## src/rtl/noc_traffic_gen.sv

```systemverilog
// Packet source for one NoC injection port: streams head/body/tail flits under valid/ready,
// with run-time body length, packet count, inter-packet gap and fixed or sweep destination.
module noc_traffic_gen #(
  parameter int MAX_BODY = 8,
  parameter int MESH_X   = 4,
  parameter int MESH_Y   = 4,
  parameter int SRC_X    = 0,
  parameter int SRC_Y    = 0,
  parameter int GAP_W    = 8,
  parameter int CNT_W    = 16,
  localparam int BL_W      = $clog2(MAX_BODY) + 1,
  localparam int FLIT_SIZE = 34
) (
  input  logic                 clk,
  input  logic                 reset_n,
  input  logic                 i_start,
  input  logic                 i_sweep,
  input  logic [7:0]           i_dest_x,
  input  logic [7:0]           i_dest_y,
  input  logic [BL_W-1:0]      i_body_len,
  input  logic [CNT_W-1:0]     i_num_packets,
  input  logic [GAP_W-1:0]     i_gap,
  output logic [FLIT_SIZE-1:0] o_flit,
  output logic                 o_valid,
  input  logic                 i_ready,
  output logic                 o_busy,
  output logic                 o_done,
  output logic [CNT_W-1:0]     o_pkt_count,
  output logic [CNT_W-1:0]     o_flit_count
);

  // state | meaning
  // IDLE  | waiting for a rising edge of i_start
  // HEAD  | head flit presented (destination x/y)
  // BODY  | body flits presented, {seq, index}
  // TAIL  | tail flit presented, reserved = seq
  // GAP   | idle cycles between tail and next head
  // DONE  | one-cycle run-complete pulse
  typedef enum logic [2:0] {
    S_IDLE,
    S_HEAD,
    S_BODY,
    S_TAIL,
    S_GAP,
    S_DONE
  } state_t;

  // Flit layout: [33:32] type, [31:0] type-specific payload.
  localparam logic [1:0] FT_HEAD = 2'd1;
  localparam logic [1:0] FT_BODY = 2'd2;
  localparam logic [1:0] FT_TAIL = 2'd3;

  localparam logic       SRC_AT_ORIGIN = (SRC_X == 0) && (SRC_Y == 0);
  localparam logic [7:0] PTR0_X = (SRC_AT_ORIGIN && MESH_X > 1) ? 8'd1 : 8'd0;
  localparam logic [7:0] PTR0_Y = (SRC_AT_ORIGIN && MESH_X == 1) ? 8'd1 : 8'd0;

  state_t               state, state_nx;
  logic                 start_q;
  logic                 sweep_q, sweep_nx;
  logic [7:0]           dest_x_q, dest_x_nx;
  logic [7:0]           dest_y_q, dest_y_nx;
  logic [BL_W-1:0]      body_len_q, body_len_nx;
  logic [CNT_W-1:0]     num_pkts_q, num_pkts_nx;
  logic [GAP_W-1:0]     gap_q, gap_nx;
  logic [GAP_W-1:0]     gap_cnt, gap_cnt_nx;
  logic [BL_W-1:0]      idx, idx_nx;
  logic [15:0]          seq, seq_nx;
  logic [7:0]           ptr_x, ptr_x_nx;
  logic [7:0]           ptr_y, ptr_y_nx;
  logic [CNT_W-1:0]     pkt_cnt, pkt_cnt_nx;
  logic [CNT_W-1:0]     flit_cnt, flit_cnt_nx;
  logic [FLIT_SIZE-1:0] flit_q, flit_nx;
  logic                 valid_q, valid_nx;
  logic                 busy_q, busy_nx;
  logic                 done_q, done_nx;

  logic                 xfer;
  logic                 start_rise;
  logic                 limit_hit;
  logic [15:0]          ptr_adv;
  logic [7:0]           head_x, head_y;

  function automatic logic [15:0] ptr_inc(input logic [7:0] x, input logic [7:0] y);
    logic [7:0] nx;
    logic [7:0] ny;
    nx = x + 8'd1;
    ny = y;
    if (x == 8'(MESH_X - 1)) begin
      nx = '0;
      ny = (y == 8'(MESH_Y - 1)) ? 8'd0 : y + 8'd1;
    end
    return {nx, ny};
  endfunction

  function automatic logic [15:0] ptr_step(input logic [7:0] x, input logic [7:0] y);
    logic [15:0] p;
    p = ptr_inc(x, y);
    if (p == {8'(SRC_X), 8'(SRC_Y)}) p = ptr_inc(p[15:8], p[7:0]);
    return p;
  endfunction

  assign xfer       = valid_q & i_ready;
  assign start_rise = i_start & ~start_q;
  assign ptr_adv    = ptr_step(ptr_x, ptr_y);
  assign limit_hit  = (num_pkts_q != '0) && ((pkt_cnt + CNT_W'(1)) == num_pkts_q);

  always_ff @(posedge clk or negedge reset_n) begin
    if (!reset_n) begin
      state <= S_IDLE;
    end else begin
      state <= state_nx;
    end
  end

  always_comb begin
    state_nx    = state;
    sweep_nx    = sweep_q;
    dest_x_nx   = dest_x_q;
    dest_y_nx   = dest_y_q;
    body_len_nx = body_len_q;
    num_pkts_nx = num_pkts_q;
    gap_nx      = gap_q;
    gap_cnt_nx  = gap_cnt;
    idx_nx      = idx;
    seq_nx      = seq;
    ptr_x_nx    = ptr_x;
    ptr_y_nx    = ptr_y;
    pkt_cnt_nx  = pkt_cnt;
    flit_cnt_nx = flit_cnt;

    if (xfer) flit_cnt_nx = flit_cnt + CNT_W'(1);

    case (state)
      S_IDLE: begin
        if (start_rise) begin
          sweep_nx    = i_sweep;
          dest_x_nx   = i_dest_x;
          dest_y_nx   = i_dest_y;
          body_len_nx = (i_body_len > BL_W'(MAX_BODY)) ? BL_W'(MAX_BODY) : i_body_len;
          num_pkts_nx = i_num_packets;
          gap_nx      = i_gap;
          pkt_cnt_nx  = '0;
          flit_cnt_nx = '0;
          seq_nx      = '0;
          state_nx    = S_HEAD;
        end
      end
      S_HEAD: begin
        if (xfer) begin
          idx_nx   = '0;
          state_nx = (body_len_q != '0) ? S_BODY : S_TAIL;
        end
      end
      S_BODY: begin
        if (xfer) begin
          if (idx == body_len_q - BL_W'(1)) state_nx = S_TAIL;
          else idx_nx = idx + BL_W'(1);
        end
      end
      S_TAIL: begin
        if (xfer) begin
          pkt_cnt_nx = pkt_cnt + CNT_W'(1);
          seq_nx     = seq + 16'd1;
          ptr_x_nx   = ptr_adv[15:8];
          ptr_y_nx   = ptr_adv[7:0];
          if (limit_hit || !i_start) begin
            state_nx = S_DONE;
          end else if (gap_q == '0) begin
            state_nx = S_HEAD;
          end else begin
            gap_cnt_nx = gap_q;
            state_nx   = S_GAP;
          end
        end
      end
      S_GAP: begin
        if (!i_start) state_nx = S_DONE;
        else if (gap_cnt == GAP_W'(1)) state_nx = S_HEAD;
        else gap_cnt_nx = gap_cnt - GAP_W'(1);
      end
      S_DONE: state_nx = S_IDLE;
      default: state_nx = S_IDLE;
    endcase
  end

  // Output flit is built from next-state values so every output is a flop.
  always_comb begin
    head_x   = sweep_nx ? ptr_x_nx : dest_x_nx;
    head_y   = sweep_nx ? ptr_y_nx : dest_y_nx;
    flit_nx  = '0;
    valid_nx = 1'b0;
    case (state_nx)
      S_HEAD: begin
        flit_nx  = {FT_HEAD, 1'b1, head_x, head_y, 15'd0};
        valid_nx = 1'b1;
      end
      S_BODY: begin
        flit_nx  = {FT_BODY, seq_nx, 16'(idx_nx)};
        valid_nx = 1'b1;
      end
      S_TAIL: begin
        flit_nx  = {FT_TAIL, 16'd0, seq_nx};
        valid_nx = 1'b1;
      end
      default: begin
        flit_nx  = '0;
        valid_nx = 1'b0;
      end
    endcase
    busy_nx = (state_nx == S_HEAD) || (state_nx == S_BODY) ||
              (state_nx == S_TAIL) || (state_nx == S_GAP);
    done_nx = (state_nx == S_DONE);
  end

  always_ff @(posedge clk or negedge reset_n) begin
    if (!reset_n) begin
      start_q    <= 1'b0;
      sweep_q    <= 1'b0;
      dest_x_q   <= '0;
      dest_y_q   <= '0;
      body_len_q <= '0;
      num_pkts_q <= '0;
      gap_q      <= '0;
      gap_cnt    <= '0;
      idx        <= '0;
      seq        <= '0;
      ptr_x      <= PTR0_X;
      ptr_y      <= PTR0_Y;
      pkt_cnt    <= '0;
      flit_cnt   <= '0;
      flit_q     <= '0;
      valid_q    <= 1'b0;
      busy_q     <= 1'b0;
      done_q     <= 1'b0;
    end else begin
      start_q    <= i_start;
      sweep_q    <= sweep_nx;
      dest_x_q   <= dest_x_nx;
      dest_y_q   <= dest_y_nx;
      body_len_q <= body_len_nx;
      num_pkts_q <= num_pkts_nx;
      gap_q      <= gap_nx;
      gap_cnt    <= gap_cnt_nx;
      idx        <= idx_nx;
      seq        <= seq_nx;
      ptr_x      <= ptr_x_nx;
      ptr_y      <= ptr_y_nx;
      pkt_cnt    <= pkt_cnt_nx;
      flit_cnt   <= flit_cnt_nx;
      flit_q     <= flit_nx;
      valid_q    <= valid_nx;
      busy_q     <= busy_nx;
      done_q     <= done_nx;
    end
  end

  assign o_flit       = flit_q;
  assign o_valid      = valid_q;
  assign o_busy       = busy_q;
  assign o_done       = done_q;
  assign o_pkt_count  = pkt_cnt;
  assign o_flit_count = flit_cnt;

endmodule

```

## config.mk

```make
export PLATFORM = sky130hd
export DESIGN_NAME = noc_traffic_gen
export DESIGN_NICKNAME = d
export VERILOG_FILES = /design/src/rtl/noc_traffic_gen.sv
export SDC_FILE = /design/constraint.sdc
export NUM_CORES = 1
export LEC_CHECK = 0
export BUFFER_PORTS_ARGS = -buffer_cell sky130_fd_sc_hd__buf_4
export CAP_MARGIN = 10
export CORE_ASPECT_RATIO = 1.4
export CORE_MARGIN = 5
export CORE_UTILIZATION = 35
export CTS_BUF_LIST = sky130_fd_sc_hd__clkbuf_8
export DETAILED_ROUTE_END_ITERATION = 8
export SLEW_MARGIN = 20
export SYNTH_ARGS = -nofsm -noshare
export SYNTH_HDL_FRONTEND = slang
export SYNTH_SLANG_ARGS = --single-unit
export TNS_END_PERCENT = 30
```

## constraint.sdc

```tcl
create_clock -name clk -period 6.35 [get_ports clk]
set_clock_uncertainty 0.1 [all_clocks]
set_input_delay 0.3175 -clock clk [delete_from_list [all_inputs] [get_ports clk]]
set_output_delay 0.3175 -clock clk [all_outputs]
set_load 0.02 [all_outputs]
```

# == Word-level counts from Yosys, hierarchy flattened ==
# Index checks and enable logic that the tools add are counted.
# totals
regBits,162
in_bits,49
out_inout_bits,69
wordCells,124
# classes
add_sub_neg,10
order_cmp,1
eq_ne,22
n_mux,52
bitwise_logic,3
reduce_logical,17
# ops
operator,count
2-to-1 mux 8 bit,21
2-to-1 mux 16 bit,8
one-hot mux 34 bit (3 select lines),1
one-hot mux 16 bit (2 select lines),2
"adder 16 x 1 -> 16 bit, second input constant",3
"adder 8 x 1 -> 8 bit, second input constant",4
"equality test 8 x 2 -> 1 bit, second input constant",4
2-to-1 mux 3 bit,9
equality test 16 bit,1
logical NOT 16 bit,1
2-to-1 mux 4 bit,4
one-hot mux 8 bit (2 select lines),1
nonzero test 16 bit,1
one-hot mux 3 bit (5 select lines),1
"equality test 3 x 2 -> 1 bit, second input constant",4
"inequality test 2 bit, second input constant",6
"equality test 3 bit, second input constant",3
"equality test 8 x 1 -> 1 bit, second input constant",1
logical NOT 8 bit,1
one-hot mux 4 bit (2 select lines),1
"subtractor 8 x 1 -> 8 bit, second input constant",1
"equality test 3 x 1 -> 1 bit, second input constant",2
AND reduction 6 bit,1
"adder 4 x 1 -> 4 bit, second input constant",1
15 further kinds,23

# == Logic depth before layout (Yosys ltp) ==
# depth
depth_word,11
depth_mapped,14
mapped_depth_nobuf,14

# == Worst setup path before layout ==
# Ideal clock, no wire load.
# synth_path
kind,register -> register
start,register ptr_x[0]
end,"register flit_q[24], in the netlist o_flit[24]"
setup_ps,122
t_arrival_ps,3088
required_time_ps,6128
path_slack_ps,3040
path_stages_with_launch,13
path_buffers,0
synth_period_minus_slack_ps,3310
cell_sequence,dfstp_2 > ha_1 > or4b_1 > nor2_1 > mux2i_1 > ha_1 > o211ai_1 > nor3_1 > o2111ai_1 > o21a_1 > a211o_1 > a21oi_1 > o2bb2ai_1
# synth_via
elab_chain_cells,9
elab_cells_between_ends,13
classes_between,add/sub (2); eq/ne (2); mux (8); reduce/logical (1)
# synth_lines
element,line_no,rtl
"start, declared",68,"logic [7:0] ptr_x, ptr_x_nx;"
"start signal, assigned",246,ptr_x <= ptr_x_nx;
adder 8 x 1 -> 8 bit or equality test 8 x 2 -> 1 bit (tied branches),"86, 88",
2-to-1 mux 8 bit,88,if (x == 8'(MESH_X - 1)) begin
adder 8 x 1 -> 8 bit or equality test 8 x 2 -> 1 bit (tied branches),"86, 88",
2-to-1 mux 8 bit,88,
2-to-1 mux 16 bit (*),98,"if (p == {8'(SRC_X), 8'(SRC_Y)}) p = ptr_inc(p[15:8], p[7:0]);"
2-to-1 mux 8 bit (*),161,if (xfer) begin
2-to-1 mux 8 bit (*),133,case (state)
net ptr_x_nx[1],68,
2-to-1 mux 8 bit (*),188,head_x = sweep_nx ? ptr_x_nx : dest_x_nx;
one-hot mux 34 bit (3 select lines) (*),192,case (state_nx)
net flit_nx[24],72,"logic [FLIT_SIZE-1:0] flit_q, flit_nx;"
"end signal, assigned",250,flit_q <= flit_nx;
"end, declared",72,
# Mark *: on every way through the listed nets, which the timed path passes. The rest lies on a longest branch.
# A chain may end at the register's enable or synchronous reset.

# == Worst setup path after layout ==
# layout_path
start,"register pkt_cnt[0], in the netlist o_pkt_count[0]"
end,"register flit_q[21], in the netlist o_flit[21]"
# layout_via
elab_chain_cells,9
elab_cells_between_ends,11
classes_between,add/sub (1); eq/ne (4); mux (4); reduce/logical (2)
# layout_lines
element,line_no,rtl
"start, declared",70,"logic [CNT_W-1:0] pkt_cnt, pkt_cnt_nx;"
"start signal, assigned",248,pkt_cnt <= pkt_cnt_nx;
adder 16 x 1 -> 16 bit (*),105,assign limit_hit = (num_pkts_q != '0) && ((pkt_cnt + CNT_W'(1)) == num_pkts_q);
equality test 16 bit (*),105,
logical AND 1 bit (*),105,
logical OR 1 bit (*),166,if (limit_hit || !i_start) begin
2-to-1 mux 3 bit (*),166,
2-to-1 mux 3 bit (*),161,
one-hot mux 3 bit (5 select lines) (*),133,
equality test 3 x 2 -> 1 bit or equality test 3 x 1 -> 1 bit (tied branches),192,
one-hot mux 34 bit (3 select lines) (*),192,
net flit_nx[21],72,
# Marked as above.

==> impl_metrics.json <==
{
  "placedCellCount": 1292,
  "core-area_um2": 23720,
  "period_share_pct": 61.28,
  "fin_cells": 1366,
  "io_buffer_count": 117,
  "crit_type": "reg2reg",
  "place_ws_ns": 2.491,
  "diodes": 0,
  "p_clk_share_pct": 20.9,
  "drt-initial-drc-count": 436,
  "route.vias.total": 7079,
  "synth.top_cell.area_share_pct": 48.15,
  "utilization_pct": 43.43,
  "grt_max_degree": 83,
  "cts_tree": "built",
  "peakVddDrop_mv": 0.1590,
  "synth_area_leaders": "dfrtp_1 (48%), nand2_1 (8.4%), xor2_1 (3.5%)",
  "yosysTopAreaCell": "dfrtp_1",
  "worstPathCellList": "ha_1 > nand4_1 > or3_4 > o31a_1 > nor4_1 > and4b_1 > a21o_4 > nand4_4 > o32ai_1",
  "drc_errors": 0,
  "avgRoutedWirePerCell_um": 17.02,
  "track_usage_pct": 17.44,
  "power_frac_seq_pct": 41.8,
  "worstPathArrival_ns": 4.17,
  "synth_commonest_cells": "nand2_1 (187), dfrtp_1 (161), nor2_1 (69), o21ai_0 (44)",
  "async_reset_ff_share_pct": 100.0,
  "syn_to_final_growth_pct": 23.13,
  "dieArea_um2": 27140,
  "htreeDepth": 4,
  "rsz0062_at_grt": "no",
  "path_max_fanout": 22,
  "holdWs_ns": 0.02613,
  "antenna_found_initial": 0,
  "synth_edf_count": 0,
  "syn_nets": 968,
  "p_leak_nw": 4.854,
  "cts_buffers": 17,
  "start_util_pct": 35.27,
  "worstHoldPathType": "in2reg",
  "syn_area_um2": 8367,
  "p_int_mw": 2.181,
  "power_frac_comb_pct": 37.3,
  "hold_buffers": 42,
  "multi_input_comb_area_um2": 4018,
  "synth_cells": 906,
  "grt_pass1_vias": 7061,
  "fillers": 2348,
  "die_w_um": 140.7,
  "gp_congestion": 0.8706,
  "setup_ws_ns": 2.459,
  "drv_cap": 0,
  "max_stage_delay_ns": 0.57,
  "viasPerCell": 5.182,
  "synth_flop_cell": "dfrtp_1",
  "status": "finished, final reports clean",
  "dr.pass1.iters": 6,
  "synth-seq-cells": 162,
  "slowest_stage": "dfrtp_1",
  "hpwlAfterDp_um": 16630,
  "syn-mean-instance-area_um2": 9.235,
  "drive_above_1_share_pct": 16.76,
  "clk_pin_slew_worst_paths_ns": 0.10,
  "endpoint_kind": "register",
  "routed_wl_um": 23240,
  "io_pins": 118,
  "synth_cell_types": 75,
  "regArea_um2": 4055,
  "synth_warnings": 0,
  "slew_headroom_pct": 42.38,
  "fin_setup_tns_ns": 0,
  "synth_most_common_cell": "nand2_1",
  "power_density_nw_per_um2": 354.7,
  "cts.path.max_buffers": 2,
  "fmax_ghz": 0.2570,
  "fin_crit_ns": 3.891,
  "rrSetupSlack_ns": 2.46,
  "cts_sinks": 162,
  "final_nets": 1105,
  "swShare_pct": 40.31,
  "rows": 67,
  "p_sw_mw": 1.473,
  "ys_seq_area_share_pct": 48.47,
  "cp-start-kind": "register",
  "cp.required_ns": 6.62,
  "ant_nets": 0,
  "dieHeight_um": 192.9,
  "post_cts_buffers": 0,
  "ctsResizeCount": 0,
  "grt_pass1_wl_um": 37610,
  "overflow": 0,
  "finalSetupViolations": 0,
  "cts_root_buf": "clkbuf_8",
  "finalHoldViolations": 0,
  "worst_pin_slew_ns": 0.8611,
  "clkLatencyLatePin_ns": 0.47,
  "drv_slew": 0
}
==> cells by family after synthesis <==
family                     Yosys count  synth area share (%)
and+or+nand+nor                    409                 23.63
adders and majority gates           13                 1.944
muxes                               21                 2.572
DFF                                162                 48.47
xor gates and xnor gates            57                 5.967
buffers and inverters               72                 3.589
AOI/OAI and AO/OA                  172                 13.83
==> layer usage <==
| layer | track usage, % | share of wire [%] | wire length, um |
|---|---|---|---|
| met4 | 7.532 | 2.9 | 672 |
| met2 | 30.92 | 52 | 12060 |
| met3 | 3.356 | 4.4 | 1030 |
| met5 | 0 | 0 | 0 |
| met1 | 20.61 | 41 | 9486 |
==> cell type report <==
cell class	count	share of cell area (%)
flip-flops and latches	162	39.36
multi-input cells	672	39.00
repair buffers	165	13.12
well taps	310	3.765
clock buffers	17	2.271
clock inverters	15	1.579
inverters	25	0.9109
==> worst max-delay path, delay by kind of cell, from the launching register on <==
family | cells | cell delay (ns)
flip-flops | 1 | 0.57
AO/OA/AOI/OAI | 3 | 1.02
AND/OR/NAND/NOR | 5 | 1.73
adder cells (fa/ha/maj) | 1 | 0.38
==> power by group through the flow <==
stage / logic (mW) / clock network [mW] / registers (mW)
final: 1.36 / 0.764 / 1.53
after detailed placement: 1.35 / 0 / 1.55
after floorplan: 0.915 / 0 / 1.54
after global routing: 1.52 / 0.827 / 1.57
after global placement: 1.33 / 0 / 1.54
after CTS: 1.37 / 0.790 / 1.53
==> final timing paths <==
check | cells past startpoint | startpoint | to
worst max-delay path | 9 | o_pkt_count[0] | o_flit[21]
worst min-delay path | 3 | i_dest_x[5] | dest_x_q[5]
worst max register to register | 9 | o_pkt_count[0] | o_flit[21]
worst min register to register | 2 | dest_x_q[7] | dest_x_q[7]
max in group asynchronous | 3 | reset_n | ptr_x[5]
min in group asynchronous | 2 | reset_n | gap_cnt[1]
==> cell usage in the layout (no fill, tap or decap), drive strengths merged, types with 24 or more instances in the layout <==
cell type and count:
inv 29, dfrtp 161, a21oi 37, xnor2 24
buf 123, o21ai 46, dlygate4sd3 42, nand3 37
nor2 69, nand2 188, xor2 33
==> flip-flops by register name (all words and copies together) (netlist names), 3 cells and up <==
| name | cells |
|---|---|
| gap_q | 8 |
| o_pkt_count | 16 |
| o_flit | 34 |
| dest_y_q | 8 |
| o_flit_count | 16 |
| state | 3 |
| dest_x_q | 8 |
| ptr_x | 8 |
| idx | 4 |
| body_len_q | 4 |
| num_pkts_q | 16 |
| seq | 16 |
| ptr_y | 8 |
| gap_cnt | 8 |
==> stage by stage <==
stage	area [um2]	total power [mW]
floorplan	8367	2.459
global placement	9482	2.873
detailed placement	9482	2.894
CTS	10300	3.692
global route	10300	3.917
finish	10300	3.654
Note: power is estimated with default switching activity, not from simulation.
